**src/rtl/sevenseg_pkg.sv**
```systemverilog
// Shared constants and types for the multiplexed 7-segment bus receiver.
// Glyph patterns are gfedcba with bit0 = segment A.
package sevenseg_pkg;

    localparam logic [6:0] GLYPH_0 = 7'h3F;
    localparam logic [6:0] GLYPH_1 = 7'h06;
    localparam logic [6:0] GLYPH_2 = 7'h5B;
    localparam logic [6:0] GLYPH_3 = 7'h4F;
    localparam logic [6:0] GLYPH_4 = 7'h66;
    localparam logic [6:0] GLYPH_5 = 7'h6D;
    localparam logic [6:0] GLYPH_6 = 7'h7D;
    localparam logic [6:0] GLYPH_7 = 7'h07;
    localparam logic [6:0] GLYPH_8 = 7'h7F;
    localparam logic [6:0] GLYPH_9 = 7'h6F;
    localparam logic [6:0] GLYPH_A = 7'h77;
    localparam logic [6:0] GLYPH_B = 7'h7C;
    localparam logic [6:0] GLYPH_C = 7'h39;
    localparam logic [6:0] GLYPH_D = 7'h5E;
    localparam logic [6:0] GLYPH_E = 7'h79;
    localparam logic [6:0] GLYPH_F = 7'h71;

    localparam int SEG_A  = 0;
    localparam int SEG_B  = 1;
    localparam int SEG_C  = 2;
    localparam int SEG_D  = 3;
    localparam int SEG_E  = 4;
    localparam int SEG_F  = 5;
    localparam int SEG_G  = 6;
    localparam int SEG_DP = 7;

    typedef enum logic [1:0] {
        IDLE,
        TRACK,
        HELD
    } state_t;

    function automatic logic is_one_hot(input logic [3:0] v);
        return (v != 4'd0) && ((v & (v - 4'd1)) == 4'd0);
    endfunction

    function automatic logic [1:0] one_hot_index(input logic [3:0] v);
        logic [1:0] idx;
        idx = 2'd0;
        for (int i = 0; i < 4; i++) begin
            if (v[i]) idx = 2'(i);
        end
        return idx;
    endfunction

endpackage

```
**src/rtl/sevenseg_glyph_decode.sv**
```systemverilog
// Combinational 7-segment pattern to hex nibble decoder.
// Unrecognised patterns report ok = 0 and nibble = 0.
module sevenseg_glyph_decode
    import sevenseg_pkg::*;
(
    input  logic [6:0] pattern,
    output logic       ok,
    output logic [3:0] nibble
);

    always_comb begin
        ok     = 1'b1;
        nibble = 4'h0;
        case (pattern)
            GLYPH_0: nibble = 4'h0;
            GLYPH_1: nibble = 4'h1;
            GLYPH_2: nibble = 4'h2;
            GLYPH_3: nibble = 4'h3;
            GLYPH_4: nibble = 4'h4;
            GLYPH_5: nibble = 4'h5;
            GLYPH_6: nibble = 4'h6;
            GLYPH_7: nibble = 4'h7;
            GLYPH_8: nibble = 4'h8;
            GLYPH_9: nibble = 4'h9;
            GLYPH_A: nibble = 4'hA;
            GLYPH_B: nibble = 4'hB;
            GLYPH_C: nibble = 4'hC;
            GLYPH_D: nibble = 4'hD;
            GLYPH_E: nibble = 4'hE;
            GLYPH_F: nibble = 4'hF;
            default: ok = 1'b0;
        endcase
    end

endmodule

```
**src/rtl/sevenseg_mux_receiver.sv**
```systemverilog
// Receives a time-multiplexed 7-segment bus, qualifies each digit by stability,
// decodes it and publishes a coherent 4-digit frame once all slots are written.
module sevenseg_mux_receiver
    import sevenseg_pkg::*;
#(
    parameter int STABLE_CYCLES  = 4,
    parameter int TIMEOUT        = 65535,
    parameter bit SEG_ACTIVE_LOW = 1'b0,
    parameter bit EN_ACTIVE_LOW  = 1'b0
) (
    input  logic        clk,
    input  logic        rst,
    input  logic [7:0]  seg,
    input  logic [3:0]  en,
    output logic [15:0] digits,
    output logic [3:0]  dp_out,
    output logic [3:0]  glyph_ok,
    output logic        frame_valid,
    output logic        multi_en_err,
    output logic        stalled
);

    localparam logic [7:0]  SEG_POL     = SEG_ACTIVE_LOW ? 8'hFF : 8'h00;
    localparam logic [3:0]  EN_POL      = EN_ACTIVE_LOW ? 4'hF : 4'h0;
    localparam logic [7:0]  STABLE_LAST = 8'(STABLE_CYCLES);
    localparam logic [19:0] TIMEOUT_V   = 20'(TIMEOUT);

    logic [7:0]  seg_q, seg_p;
    logic [3:0]  en_q, en_p;
    state_t      state, state_next;
    logic [7:0]  count, count_next;
    logic        write;
    logic [3:0]  mask;
    logic [3:0]  slot_nib [4];
    logic [3:0]  slot_dp;
    logic [3:0]  slot_ok;
    logic [19:0] stall_cnt;

    logic        dec_ok;
    logic [3:0]  dec_nib;
    logic        same, one_hot, multi_hot, frame_done;
    logic [1:0]  idx;

    sevenseg_glyph_decode u_decode (
        .pattern (seg_q[6:0]),
        .ok      (dec_ok),
        .nibble  (dec_nib)
    );

    assign same       = (seg_q == seg_p) && (en_q == en_p);
    assign one_hot    = is_one_hot(en_q);
    assign multi_hot  = !one_hot && (en_q != 4'd0);
    assign idx        = one_hot_index(en_q);
    assign frame_done = write && ((mask | en_q) == 4'hF);
    assign stalled    = (stall_cnt == TIMEOUT_V);

    // NOTE: every combinational output gets a default first so no path infers a latch.
    always_comb begin
        state_next = state;
        count_next = count;
        write      = 1'b0;
        case (state)
            IDLE: begin
                if (one_hot) begin
                    state_next = TRACK;
                    count_next = 8'd1;
                end
            end
            TRACK: begin
                if (same) begin
                    count_next = count + 8'd1;
                    if (count_next == STABLE_LAST) begin
                        write      = 1'b1;
                        state_next = HELD;
                    end
                end else if (one_hot) begin
                    count_next = 8'd1;
                end else begin
                    state_next = IDLE;
                end
            end
            HELD: begin
                if (!same) begin
                    if (one_hot) begin
                        state_next = TRACK;
                        count_next = 8'd1;
                    end else begin
                        state_next = IDLE;
                    end
                end
            end
            default: state_next = IDLE;
        endcase
    end

    always_ff @(posedge clk) begin
        if (rst) begin
            seg_q        <= 8'd0;
            en_q         <= 4'd0;
            seg_p        <= 8'd0;
            en_p         <= 4'd0;
            state        <= IDLE;
            count        <= 8'd0;
            mask         <= 4'd0;
            slot_dp      <= 4'd0;
            slot_ok      <= 4'd0;
            digits       <= 16'd0;
            dp_out       <= 4'd0;
            glyph_ok     <= 4'd0;
            frame_valid  <= 1'b0;
            multi_en_err <= 1'b0;
            stall_cnt    <= 20'd0;
            for (int i = 0; i < 4; i++) slot_nib[i] <= 4'd0;
        end else begin
            seg_q        <= seg ^ SEG_POL;
            en_q         <= en ^ EN_POL;
            seg_p        <= seg_q;
            en_p         <= en_q;
            state        <= state_next;
            count        <= count_next;
            frame_valid  <= frame_done;
            multi_en_err <= multi_en_err | multi_hot;

            if (write) stall_cnt <= 20'd0;
            else if (stall_cnt != TIMEOUT_V) stall_cnt <= stall_cnt + 20'd1;

            if (write) begin
                slot_nib[idx] <= dec_nib;
                slot_dp[idx]  <= seg_q[SEG_DP];
                slot_ok[idx]  <= dec_ok;
                mask          <= frame_done ? 4'd0 : (mask | en_q);
            end

            // The slot written on this edge is forwarded directly into the frame.
            if (frame_done) begin
                for (int i = 0; i < 4; i++) begin
                    if (2'(i) == idx) begin
                        digits[4*i +: 4] <= dec_nib;
                        dp_out[i]        <= seg_q[SEG_DP];
                        glyph_ok[i]      <= dec_ok;
                    end else begin
                        digits[4*i +: 4] <= slot_nib[i];
                        dp_out[i]        <= slot_dp[i];
                        glyph_ok[i]      <= slot_ok[i];
                    end
                end
            end
        end
    end

endmodule

```
**config.mk**
```make
export PLATFORM = sky130hd
export DESIGN_NAME = sevenseg_mux_receiver
export DESIGN_NICKNAME = d
export VERILOG_FILES = /design/src/rtl/sevenseg_pkg.sv /design/src/rtl/sevenseg_glyph_decode.sv /design/src/rtl/sevenseg_mux_receiver.sv
export SDC_FILE = /design/constraint.sdc
export NUM_CORES = 1
export LEC_CHECK = 0
export CORE_ASPECT_RATIO = 0.6
export CORE_MARGIN = 10
export CORE_UTILIZATION = 30
export DETAILED_ROUTE_END_ITERATION = 8
export GPL_ROUTABILITY_DRIVEN = 0
export PLACE_DENSITY = 0.55
export SYNTH_ARGS = -nofsm -noshare
export SYNTH_HDL_FRONTEND = slang
export SYNTH_SLANG_ARGS = --single-unit
```
**constraint.sdc**
```tcl
create_clock -name clk -period 4.85 [get_ports clk]
set_input_delay 0.97 -clock clk [delete_from_list [all_inputs] [get_ports clk]]
set_output_delay 0.97 -clock clk [all_outputs]
set_load 0.05 [all_outputs]
```
==> metrics.yaml, run 1 <==
fin_worst_skew_ns: 0.01023
cts_buffers: 9
rrSetupSlack_ns: 2.00
status: "complete, no violations"
final_cell_mix: "92 x dfxtp_1, 52 x nand2_1, 46 x nor2_1, 39 x clkdlybuf4s50_1, 27 x nand3_1"
cts-root-buf: "clkbuf_16"
required_ns: 3.88
via_per_inst: 5.005
io_pins: 41
fmax_ghz: 0.2992
wl_um: 11850
syn_nets: 556
track_usage: 0.1082
die_y_um: 119.0
diodes: 0
place_hpwl_um: 8567
synth_edf_count: 16
ys_seq_area_frac: 0.4736
die_area_sq_um: 22030
r2r-start: "en_q[3]"
drcViolationCount: 0
drt_pass1_iterations: 5
grt_pass1_vias: 3647
cts_hold_buf: 0
whs_endpoint: "dp_out[2]"
clk_latency_ns: 0.35
grt_pass1_wl_um: 19400
syn_area_sq_um: 4903
antenna_left: 0
tritoncts: "built"
synth_top_cell_by_area: "dfxtp_1"
antenna_found_initial: 0
routed.top_layer: "met4"
cp_max_fo: 9
ys_types: 63
die_w_um: 185.1
hold_viol_final: 0
clkSinkCount: 108
holdWs_ns: 0.4513
setup_violations: 0
wl_met2_um: 4622
grt_max_degree: 48
area_growth_syn_to_layout_pct: 17.33
worst_setup_path_start_kind: "flip-flop"
initial_core_util: 0.3041
maxCapViolCount: 0
rsz0062_at_grt: "false"
cts_setup_buffers: 0
crit_buf_inv: 2
clk_path_buf_depth: 2
drv_slew: 0
synth_area_leaders: "dfxtp_1 38%, edfxtp_1 9.8%, nand2_1 4.0%, nor2_1 3.5%, xnor2_1 3.4%"
wl_per_cell_um: 15.25
cp_cell_sequence: "ha_1, and2_1, nand4_1, nor3_1, buf_4, clkdlybuf4s50_1"
synth_top_area_share: 0.3756
htreeDepth: 3
drt_iter0_drc: 378
tns_ns: 0
cp_top_family: "buffers and inverters"
tightest_slew_ns: 0.9170
core_sq_um: 16130
rows: 36
end_kind: "primary output"
vias: 3889
power_density_nw_per_um2: 309.9
yosysWarnings: 0
worstPathArrival_ns: 2.37
synthCells: 540
drive_above_1_share: 0.07746
place.port_buffers: 40
clkSlewWorstSetupHoldPaths_ns: 0.07
drt-met1-wl_um: 6339
min_path_type: "reg2reg"
hold_path_depth: 2
synthFlopType: "dfxtp_1"
cpPeakStageDelay_ns: 0.81
peakVddDrop_v: 0.0001396
finalCritPeriodShare: 0.6891
cts_resized: 0
period_needed_ns: 3.342
crit_slowest_cell: "clkdlybuf4s50_1"
slew_headroom: 0.3840
ys_ff_latch: 108
dr_wl_met3_um: 755
worstReg2RegEnd: "digits[10]"
min_from: "dp_out[2]"
grt-ovfl-total: 0
async_flop_share: 0
syn_avg_cell_area_sq_um: 9.080
total_power_mw: 1.783
fill_cells: 1649
final_common_cell: "dfxtp_1"
leakagePower_nw: 2.003
final_nets: 579
crit_type: "reg2out"
reg2reg_depth: 6
-- logic make-up (layout without fill, tap and decap cells) --
group                      Yosys count  in the layout  synth area share
buffers and inverters               46             74           0.04032
xor gates and xnor gates            33             33           0.06048
and+or+nand+nor                    244            244            0.2626
AOI/OAI and AO/OA                   88             88            0.1184
muxes                               17             17           0.03547
DFF                                108            108            0.4736
adders and majority gates            4              4          0.009185
-- tightest hold or removal path: stages, from the launching register on --
cell and delay, ns:
dfxtp_1 0.31, nand2_1 0.05, a21oi_1 0.05
-- metal layers --
layer  vias up  GRT usage
li1       1943          -
met5         -          0
met3        11    0.03339
met2        99     0.1463
met1      1836     0.1597
met4         0    0.02831
-- through the flow --
stage	worst slack, ns	cells	utilization	cell area [sq um]
6_report	1.508	777	0.3568	5753
2_1_floorplan	1.671	540	-	4903
3_5_place_dp	1.871	761	0.3381	5453
3_3_place_gp	1.856	761	0.3381	5453
5_1_grt	1.309	777	0.3568	5753
4_1_cts	1.480	777	0.3568	5753
-- sequential cells by signal (all words and copies together), names as in the netlist --
register	flops
count	8
digits	16
dp_out	4
en_p	4
en_q	4
frame_valid	1
glyph_ok	4
mask	4
multi_en_err	1
seg_p	8
seg_q	8
slot_dp	4
slot_nib	16
slot_ok	4
stall_cnt	20
state	2
-- report_power, final --
part	internal [mW]	switching [mW]
clock network	0.362	0.365
registers	0.924	0.0288
logic	0.0460	0.0575
total	1.33	0.451
-- worst max-delay path by stage --
stage / from / end / slack (ns) / cells past startpoint
after global routing: stall_cnt[16] / stalled / 1.31 / 5
after CTS: stall_cnt[19] / stalled / 1.48 / 5
final: stall_cnt[0] / stalled / 1.51 / 6
after floorplan: stall_cnt[0] / stalled / 1.67 / 4
after detailed placement: stall_cnt[19] / stalled / 1.87 / 5
after global placement: stall_cnt[16] / stalled / 1.86 / 5
-- synthesized netlist by cell type, types with 8 or more instances --
library cell  count
buf_2             8
xor2_1           13
nor2_1           46
a21oi_1          20
and3_1            8
nand4_1          13
nand2_1          52
xnor2_1          19
clkbuf_1         21
and2_1           11
nor3_1           26
mux2i_1          14
nor2b_1          26
dfxtp_1          92
edfxtp_1         16
o21ai_0          20
nand3_1          27
inv_1            11
-- final cells by class --
type / instances / area (sq um) / area share
Tap cell: 209 / 261.5 / 0.04545
Sequential cell: 108 / 2322 / 0.4037
Multi-Input combinational cell: 386 / 2384 / 0.4143
Timing Repair Buffer: 46 / 440.4 / 0.07655
Inverter: 12 / 45.04 / 0.007829
Clock inverter: 7 / 75.07 / 0.01305
Clock buffer: 9 / 225.2 / 0.03915
(Power assumes the default switching activity.)
==> inputs of run 2 (changes only) <==
--- a/config.mk
+++ b/config.mk
@@ -10,7 +10,7 @@
 export CORE_UTILIZATION = 30
 export DETAILED_ROUTE_END_ITERATION = 8
 export GPL_ROUTABILITY_DRIVEN = 0
-export PLACE_DENSITY = 0.55
+export PLACE_DENSITY = 0.56
 export SYNTH_ARGS = -nofsm -noshare
 export SYNTH_HDL_FRONTEND = slang
 export SYNTH_SLANG_ARGS = --single-unit
==> constraint.sdc (replaced) <==
create_clock -name clk -period 2.9 [get_ports clk]
set_input_delay 0.58 -clock clk [delete_from_list [all_inputs] [get_ports clk]]
set_output_delay 0.58 -clock clk [all_outputs]
set_load 0.05 [all_outputs]
==> run 2 against run 1 <==
Combinational power increased by 83%. Die area unchanged. Non-clock buffer count is 11 higher. Cell count increased by 1.4%. Design area is 2.1% higher. Clock power up 76%.
==> metrics.yaml, run 2 (synthesis results as in run 1) <==
io_pins: 41  # unchanged
setup_violations: 0  # unchanged
cp-endpoint: "digits[0]"  # was stalled
vias: 3882  # was 3889
placed_cells: 772  # was 761
cp_max_fo: 15  # was 9
grt-ovfl-total: 0  # unchanged
worstReg2RegEnd: "digits[0]"  # was digits[10]
core_sq_um: 16130  # unchanged
grt_pass1_wl_um: 19800  # was 19400 um
crit_slowest_cell: "dfxtp_1"  # was clkdlybuf4s50_1
reg2reg_depth: 7  # was 6
worst_setup_path_start_kind: "flip-flop"  # unchanged
use_met3: 0.03127  # was 0.03339
period_needed_ns: 2.593
rows: 36  # unchanged
leakagePower_nw: 2.079  # was 2.003 nW
use_met2: 0.1495  # was 0.1463
grt_pass1_vias: 3787  # was 3647
layout_setup_ws_ns: 0.3072  # was 1.508 ns
multi_input_area_sq_um: 2389  # was 2384 sq um
drive_above_1_share: 0.09845  # was 0.07746
top_register: "stall_cnt"  # unchanged
drcViolationCount: 0  # unchanged
top_usage_layer: "met1"  # unchanged
worstSetupStartpoint: "seg_q[4]"  # was stall_cnt[0]
final_nets: 590  # was 579
final_common_cell: "dfxtp_1"  # unchanged
die_w_um: 185.1  # unchanged
diodes: 0  # unchanged
tightest_slew_ns: 0.7414  # was 0.9170 ns
initial_core_util: 0.3041  # unchanged
top_regs: "stall_cnt x20, digits x16, slot_nib x16"  # unchanged
cts-root-buf: "clkbuf_16"  # unchanged
largest_register_ffs: 20  # unchanged
cpPeakStageDelay_ns: 0.65  # was 0.81 ns
peakVddDrop_v: 0.0003054  # was 0.0001396 V
area_growth_syn_to_layout_pct: 19.83  # was 17.33%
clk_latency_ns: 0.35  # about the same
cts_setup_buffers: 0  # unchanged
drt_iter0_drc: 290  # was 378
layout.area.seq_sq_um: 2323  # was 2322 sq um
final_cell_mix: "91 x dfxtp_1, 52 x nand2_1, 46 x nor2_1, 38 x clkdlybuf4s50_1, 27 x nand3_1"  # was 92 x dfxtp_1, 52 x nand2_1, 46 x nor2_1, 39 x clkdlybuf4s50_1, 27 x nand3_1
tritoncts: "built"  # unchanged
grt_max_degree: 47  # was 48
antenna_found_initial: 0  # unchanged
fin_cells: 788  # was 777
required_ns: 3.17  # was 3.88 ns
htreeDepth: 3  # unchanged
clkSlewWorstSetupHoldPaths_ns: 0.08  # was 0.07 ns
cp_cell_sequence: "xnor2_1, nand4_1, or3_1, buf_4, nor3_2, mux2i_1, a211oi_1"  # was ha_1, and2_1, nand4_1, nor3_1, buf_4, clkdlybuf4s50_1
path_depth: 7  # was 6
crit_type: "reg2reg"  # was reg2out
place.port_buffers: 40  # unchanged
min_path_type: "reg2reg"  # unchanged
hold_viol_final: 0  # unchanged
fin_worst_skew_ns: 0.01060  # was 0.01023 ns
die_area_sq_um: 22030  # unchanged
tns_ns: 0  # unchanged
drv_slew: 0  # unchanged
cts_buffers: 9  # unchanged
slew_headroom: 0.5019  # was 0.3840
r2r-start: "seg_q[4]"  # was en_q[3]
clk_path_buf_depth: 2  # unchanged
drt_pass1_iterations: 4  # was 5
crit_buf_inv: 1  # was 2
place_hpwl_um: 8859  # was 8567 um
die_y_um: 119.0  # unchanged
cp_top_family: "simple AND/OR/NAND/NOR gates"  # was buffers and inverters
worstPathArrival_ns: 2.86  # was 2.37 ns
wl_um: 11950  # was 11850 um
rrSetupSlack_ns: 0.31  # was 2.00 ns
power_density_nw_per_um2: 520.5  # was 309.9 nW/um^2
maxCapViolCount: 0  # unchanged
track_usage: 0.1104  # was 0.1082
via_per_inst: 4.926  # was 5.005
antenna_left: 0  # unchanged
finalCritPeriodShare: 0.8941
wl_per_cell_um: 15.16  # was 15.25 um
end_kind: "flip-flop"  # was primary output
fmax_ghz: 0.3857
fill_cells: 1626  # was 1649
clkSinkCount: 108  # unchanged
rsz0062_at_grt: "false"  # unchanged
dpl_worst_slack_ns: 0.2857  # was 1.871 ns
utilization: 0.3644  # was 0.3568
status: "complete, no violations"  # unchanged
grt_use_met1: 0.1632  # was 0.1597
run 2: worst reg2reg max path, stage by stage (launching register included):
cell and delay (ns):
dfxtp_1 0.65, xnor2_1 0.19, nand4_1 0.21, or3_1 0.59, buf_4 0.25, nor3_2 0.29
mux2i_1 0.12, a211oi_1 0.22
run 2: routing by layer:
layer  share of wire  wire length (um)
met5               0                 0
met4          0.0083                99
met3           0.081               962
met2            0.39              4634
met1            0.52              6252
run 2: cell type report:
| cell class | instances | share of cell area |
|---|---|---|
| Clock buffer | 10 | 0.03897 |
| Clock inverter | 6 | 0.01405 |
| Tap cell | 209 | 0.04451 |
| Multi-Input combinational cell | 386 | 0.4065 |
| Sequential cell | 108 | 0.3954 |
| Inverter | 12 | 0.007666 |
| Timing Repair Buffer | 57 | 0.09284 |
run 2: how the worst min path moves through the flow:
stage,depth (start not counted),endpoint,start
after detailed placement,2,dp_out[2],dp_out[2]
after global placement,2,dp_out[3],dp_out[3]
after CTS,2,dp_out[2],dp_out[2]
final,2,dp_out[2],dp_out[2]
after floorplan,2,slot_dp[1],slot_dp[1]
after global routing,2,dp_out[2],dp_out[2]
run 2: timing repair:
item	4_1_cts	5_1_grt
hold buffers	0	0
hold endpoints to repair	0	0
setup endpoints to repair	0	1
gates resized for setup	0	2
run 2: per-stage QoR:
step                instance area [sq um]  hold WS (ns)  total power [mW]
finish                               5876        0.4564             3.058
global placement                     5558        0.4476             1.803
detailed placement                   5558        0.4501             1.809
CTS                                  5869        0.4594             3.081
global route                         5876        0.4759             3.164
floorplan                            4903        0.4597             1.743
run 2: power by group:
group | internal [mW] | switching, mW | total [mW]
clock | 0.689 | 0.595 | 1.28
sequential | 1.55 | 0.0400 | 1.59
combinational | 0.0824 | 0.106 | 0.188
